===== config.mk =====
export PLATFORM = sky130hd
export DESIGN_NAME = clk_toggle_gen
export DESIGN_NICKNAME = d
export VERILOG_FILES = /design/src/rtl/clk_toggle_gen.sv
export SDC_FILE = /design/constraint.sdc
export NUM_CORES = 1
export LEC_CHECK = 0
export ABC_AREA = 0
export ABC_CLOCK_PERIOD_IN_PS = 4950
export CORE_AREA = 2 2 116 118
export DETAILED_ROUTE_END_ITERATION = 12
export DIE_AREA = 0 0 118 120
export PLACE_DENSITY_LB_ADDON = 0.2
export SLEW_MARGIN = 20
export SYNTH_ARGS = -nofsm -noshare
export SYNTH_HDL_FRONTEND = slang
export SYNTH_SLANG_ARGS = --single-unit
export TNS_END_PERCENT = 50

===== constraint.sdc =====
create_clock -name CLOCK_50 -period 4.95 [get_ports CLOCK_50]
set_input_delay 0.99 -clock CLOCK_50 [delete_from_list [all_inputs] [get_ports CLOCK_50]]
set_output_delay 0.99 -clock CLOCK_50 [all_outputs]
set_load 0.05 [all_outputs]

===== src/rtl/clk_toggle_gen.sv =====
// clk_toggle_gen: three independent programmable heartbeat dividers of the board
// clock, frozen and resumed together by a debounced active-low pause button.
module clk_toggle_gen #(
  parameter int unsigned HALF0     = 25_000_000,
  parameter int unsigned HALF1     = 12_500_000,
  parameter int unsigned HALF2     = 6_250_000,
  parameter int unsigned CW        = 25,
  parameter int unsigned DB_CYCLES = 1_000_000,
  parameter int unsigned DBW       = 20
) (
  input  logic       CLOCK_50,
  input  logic       rst_n,
  input  logic       key_n,
  output logic [2:0] clk_toggle,
  output logic       paused
);

  localparam int unsigned NCH = 3;

  // Terminal counts, one per channel; HALFi-1 always fits in CW bits.
  localparam logic [NCH-1:0][CW-1:0] TC = {CW'(HALF2 - 1), CW'(HALF1 - 1), CW'(HALF0 - 1)};
  localparam logic [DBW-1:0] DB_LAST = DBW'(DB_CYCLES - 1);

  typedef enum logic {
    ST_RUN   = 1'b0,
    ST_PAUSE = 1'b1
  } state_t;

  state_t         r_state;
  state_t         w_state_next;
  logic           w_paused_next;
  logic           r_paused;

  logic           r_sync1;
  logic           r_sync2;
  logic           r_db_level;
  logic [DBW-1:0] r_db_cnt;
  logic           r_press;

  logic [CW-1:0]  r_cnt [NCH];
  logic [NCH-1:0] r_tog;
  logic           w_run;

  assign clk_toggle = r_tog;
  assign paused     = r_paused;
  assign w_run      = (r_state == ST_RUN);

  // Two-flop synchroniser for the asynchronous button; idles released (1).
  always_ff @(posedge CLOCK_50 or negedge rst_n) begin
    if (!rst_n) begin
      r_sync1 <= 1'b1;
      r_sync2 <= 1'b1;
    end else begin
      r_sync1 <= key_n;
      r_sync2 <= r_sync1;
    end
  end

  // Debouncer: accept a new level after DB_CYCLES consecutive differing samples;
  // a falling acceptance emits a one-cycle registered press pulse.
  always_ff @(posedge CLOCK_50 or negedge rst_n) begin
    if (!rst_n) begin
      r_db_level <= 1'b1;
      r_db_cnt   <= '0;
      r_press    <= 1'b0;
    end else begin
      r_press <= 1'b0;
      if (r_sync2 == r_db_level) begin
        r_db_cnt <= '0;
      end else if (r_db_cnt == DB_LAST) begin
        r_db_level <= r_sync2;
        r_db_cnt   <= '0;
        r_press    <= ~r_sync2;
      end else begin
        r_db_cnt <= r_db_cnt + DBW'(1);
      end
    end
  end

  // Run/pause state register; paused is registered alongside the state.
  always_ff @(posedge CLOCK_50 or negedge rst_n) begin
    if (!rst_n) begin
      r_state  <= ST_RUN;
      r_paused <= 1'b0;
    end else begin
      r_state  <= w_state_next;
      r_paused <= w_paused_next;
    end
  end

  // Every press event flips between RUN and PAUSE.
  always_comb begin
    w_state_next  = r_state;
    w_paused_next = 1'b0;
    case (r_state)
      ST_RUN:   if (r_press) w_state_next = ST_PAUSE;
      ST_PAUSE: if (r_press) w_state_next = ST_RUN;
      default:  w_state_next = ST_RUN;
    endcase
    w_paused_next = (w_state_next == ST_PAUSE);
  end

  // Dividers advance only while RUN was in effect before the edge, so an edge
  // that enters PAUSE still completes its own count/toggle.
  always_ff @(posedge CLOCK_50 or negedge rst_n) begin
    if (!rst_n) begin
      for (int i = 0; i < NCH; i++) begin
        r_cnt[i] <= '0;
      end
      r_tog <= '0;
    end else if (w_run) begin
      for (int i = 0; i < NCH; i++) begin
        if (r_cnt[i] == TC[i]) begin
          r_cnt[i] <= '0;
          r_tog[i] <= ~r_tog[i];
        end else begin
          r_cnt[i] <= r_cnt[i] + CW'(1);
        end
      end
    end
  end

endmodule

Word level (Yosys, flattened, before mapping)
Index checks and enable logic that the tools add are counted.
{"block": "totals", "in_bits": 3, "elab_cells": 41, "reg_bits": 103, "output_inout_bits": 4}
{"block": "op_classes", "n_eq_ne": 5, "muxes": 10, "add_sub_neg": 4, "n_reduce_logical": 4, "bitwise_logic": 6}
{"operator": "$add 25x1->25 const B", "n": 3}
{"operator": "$mux 25", "n": 3}
{"operator": "$mux 20", "n": 2}
{"operator": "$eq 25x23->1 const B", "n": 1}
{"operator": "$eq 25x24->1 const B", "n": 1}
{"operator": "$eq 25x25->1 const B", "n": 1}
{"operator": "$add 20x1->20 const B", "n": 1}
{"operator": "$eq 20x20->1 const B", "n": 1}
{"operator": "$reduce_and 2->1", "n": 4}
{"operator": "$not 1->1", "n": 6}
{"operator": "$mux 1", "n": 4}
{"operator": "$pmux 1 s2", "n": 1}
{"operator": "$eq 1x1->1", "n": 1}

Depth between registers and ports, before layout
{"block": "logic_depth", "ltp_word": 3, "ltp_mapped": 7, "depth_no_buf": 6}

Least setup slack after synthesis
OpenSTA, ideal clock, no wires.
{"block": "synth_timing", "path_type": "reg2reg", "start": "register, netlist name paused", "end": "register r_cnt[15] in the netlist's numbering", "path_buffers": 1, "required_ns": 4.822, "setup_time_ns": 0.128, "setup_slack_ns": 3.031, "synth_period_minus_slack_ns": 1.919, "stages_incl_launch_ff": 6, "arrival_ns": 1.791, "path_cell_list": "dfrtp_1 > buf_1 > or3_1 > nor3_1 > nand3_1 > xnor2_1"}
{"element": "end signal: indexed assignment", "line_no": "117", "text": "r_cnt[i] <= r_cnt[i] + CW'(1);"}
{"element": "end: declaration", "line_no": "40", "text": "logic [CW-1:0] r_cnt [NCH];"}

Worst setup path in the final report
{"block": "layout_timing", "start": "register r_paused, in the netlist paused", "end": "output paused"}
{"element": "start: declaration", "line_no": "32", "text": "logic r_paused;"}
{"element": "start signal: assignment", "line_no": "87", "text": "r_paused <= w_paused_next;"}
{"element": "end: declaration", "line_no": "15", "text": "output logic paused"}
No word-level cell between the ends.

==> impl_summary.txt <==
----------------------------------------------------
[Setup path]
  Buffers plus inverters on the worst setup path ... 1
  Cell-by-cell trace of the critical path ... clkdlybuf4s50_1
  Maximum cell stage delay along the critical path ... just over 900 ps
  Logic depth of the worst register-to-register path ... 5
  Worst setup EP type ... output port
  Setup crit start kind ... register
  CP max FO ... 19
  CP Data Arrival Time ... 2020 ps
  Endpoint of the lowest-slack register-to-register path ... r_cnt[37]
  Top cell family by delay on the critical path ... buffers and inverters
  Crit Reg-Reg Startpoint ... paused
  Register-to-register setup slack ... 2640 ps
  Worst path slowest cell ... clkdlybuf4s50_1
  Startpoint-to-endpoint class of the critical path ... register to output port
  Data required time at the worst endpoint ... ~4000 ps

[Hold path]
  Hold worst-path end ... r_sync2
  Startpoint of the worst hold path ... r_sync1
  Hold Path Stages ... 0
  Class of the tightest hold or removal check ... register to register

[Cells and area]
  Fraction of final layout cells sized beyond drive strength 1 ... 5.939%
  Post-route cell area ... approximately 5600 um^2
  Net count reported at finish ... 524
  Signed area change from the synthesized netlist to the final layout ... 10.55%
  # diodes ... 0
  Most frequent cells in the layout ... 100 x dfrtp_1, 60 x nor2_1, 51 x nand2_1
  Leading cell type in the layout, fill and taps excluded ... dfrtp_1

[GRT]
  Number of antenna violations at the first check in global routing ... 0
  Wire length of the first global-routing pass ... 17510 um
  Vias in the first global route ... 3618
  Global-route congestion overflow total ... 0
  Maximum number of pins on one net before global-route repair ... 71
  Total GRT Usage ... 15.06%

[Pwr]
  Static Leakage ... 2.450 nW
  NetSw ... 0.3228 mW
  Share of total power in sequential cells ... a little over half
  Part of the power in the clock network ... 45.2%
  Cell internal pwr ... about 1.3 mW
  Combinational Power Share ... about 1.5%
  Switching share of power ... 20.28%
  Power Dens Cells ... 282.5 nW/um^2
  Power, Total ... 1.592 mW
  Worst IR drop on VDD ... 0.1460 mV

[Routing]
  Count of TritonRoute iterations in the first routing pass ... 4
  WL final ... just under 10000 um
  Wire length on met2 ... 4518 um
  Detailed router's first-iteration violation count ... 185
  Number of vias in the routed layout ... 3670
  Post-route DRC ... 0
  Met3 wire len ... 228 um
  Remaining antenna violation count after routing ... 0
  Vias/cell ... 5.258
  Met1 WL ... 4866 um
  Top Metal Used ... met4
  Mean routed wirelength per cell ... 13.98 um

[STA]
  Final setup viols ... 0
  Post-layout minimum cycle time ... 3011 ps
  RSZ-0062 raised after global routing ... no
  Slew margin rel. ... approximately two fifths
  Setup TNS after final layout ... 0 ps
  Fin. Hold Viols ... 0
  Final clock period utilization by the worst path ... 60.83%
  Fin. max-slew vios ... 0
  Maximum frequency from static timing analysis ... approximately 0.33 GHz
  Slew @ Worst Pin ... 873.3 ps
  Setup Skew ... 9.355 ps

[Clock tree]
  Clk slew on worst S/H paths ... ~60 ps
  TritonCTS Buffers ... 9
  Post-CTS sizing ... 0
  Cell at the root of the clock tree ... clkbuf_16
  Clock H-tree levels ... 3
  Worst-Skew Late Latency ... roughly 350 ps
  Number of sinks driven by the clock tree ... just over 100
  # Post-CTS Setup Buffers ... 0
  Number of hold buffers added after CTS ... 0
  Number of buffers on the longest clock path ... 2
  CTS tree ... built

[Die]
  Floorplan die width ... 118 um
  Total core area ... approximately 13000 um^2
  Starting Density ... 39.27%
  Boundary Pins ... 7
  Cell row count ... 42
  Die Height ... 120 um
  Die area ... about 14000 um^2

[Placed design]
  Detailed placer's ending HPWL ... roughly 6500 um
  Number of I/O port buffers ... 6
  Placed Area ... ~5300 um^2
  Global placement routability congestion ... 0.7953

[Logic synthesis]
  Number of different library cells in the post-synthesis netlist ... 43
  Number of cells produced by synthesis ... 515
  Most used DFF post-synth ... dfrtp_1
  Syn nets ... 522
  Count of yosys warnings during synthesis ... 0
  Cell area after technology mapping ... slightly above 5000 um^2
  Fraction of the yosys area taken by sequential cells ... between 50% and 60%
  Flip-flop and latch count after synthesis ... 103
  Proportion of synthesized flip-flops having asynchronous set or reset ... 100.0%
  EDFF count, synth ... 0
  Post-synthesis area per instance ... between 9 and 10 um^2

[Outcome]
  Result of the run ... finished, final reports clean

[Run]
  Maxcap violations ... 0

----------------------------------------------------
final cells by class:
class / count / area, um^2
clock inverters: 3 / 43.79
multi-input cells: 385 / 2420
well taps: 176 / 220.2
flip-flops and latches: 103 / 2581
clock buffers: 13 / 260.3
inverters: 10 / 37.54
repair buffers: 8 / 72.57
fillers: 1263 / 7345
routing by layer:
| metal | vias up | global-route usage (%) |
|---|---|---|
| li1 | 1835 | - |
| met4 | 0 | 5.949 |
| met5 | - | 0 |
| met2 | 45 | 23.84 |
| met1 | 1779 | 20.66 |
| met3 | 11 | 2.614 |
worst max-delay path by stage:
stage / start / end / slack [ps] / cells past startpoint
after CTS: paused / paused / 1930 / 1
final: paused / paused / 1940 / 1
after detailed placement: paused / paused / 2310 / 1
after global placement: paused / paused / 2310 / 1
after floorplan: paused / r_cnt[15] / 3030 / 5
after global routing: paused / paused / 1840 / 1
power groups by stage:
stage	registers [mW]	logic, mW	clock network [mW]
finish	0.848	0.0246	0.720
floorplan	0.863	0.00633	0
global placement	0.863	0.0262	0
global route	0.847	0.0300	0.782
CTS	0.847	0.0267	0.750
detailed placement	0.864	0.0267	0
synthesized netlist by cell type, types with 2 or more instances:
library cell    n  share of area, %
or4_1           3              0.44
clkbuf_2        3              0.29
nor4_1         15               1.8
nor2_1         60               4.4
nand4b_1        5              0.86
dfrtp_1       100                49
a41oi_1         2              0.34
and4_1          5              0.86
nand3_1        37               3.6
nor3_1         13               1.3
and4b_1         3              0.59
inv_1           9              0.66
xnor2_1        32               5.5
a21o_1          4              0.59
xor2_1         41               7.0
buf_2           5              0.49
nor4_4          3               1.3
nand3b_1        2              0.29
and4bb_2        2              0.49
and2_1          2              0.25
nor4b_1         8               1.4
ha_1            4              0.98
nor4bb_1        2              0.39
nand2_1        51               3.8
a31oi_1         9               1.1
o21ai_0        13               1.3
nand2b_1        3              0.37
clkbuf_1        8              0.59
nand4_1        29               3.6
a21oi_1        10              0.98
or3_1           6              0.74
dfstp_2         3               1.5
and3_1         13               1.6
flip-flops by register name, indices dropped and copies added (netlist names):
signal	flops
r_press	1
clk_toggle	3
r_sync1	1
r_db_level	1
r_db_cnt	20
r_cnt	75
paused	1
r_sync2	1
per-stage QoR:
stage	setup slack [ps]	util (%)	hold WS (ps)	instances
final	1939	43.42	361.9	698
after global placement	2314	41.01	349.8	682
after floorplan	3031	-	345.2	515
after global routing	1844	43.42	366.2	698
after detailed placement	2308	41.01	356.1	682
after CTS	1925	43.35	365.6	698
cell families (layout without fill, tap and decap cells):
family	Yosys count	after routing	share of synthesized area (%)
adder cells (fa/ha/maj)	4	4	0.9819
AO/OA/AOI/OAI	41	41	4.762
buffers and inverters	27	34	2.184
XOR/XNOR	73	73	12.54
AND/OR/NAND/NOR	266	266	28.67
flip-flops	103	103	50.64
multiplexers	1	1	0.2209
No activity file was read; power rests on OpenSTA's default activity.
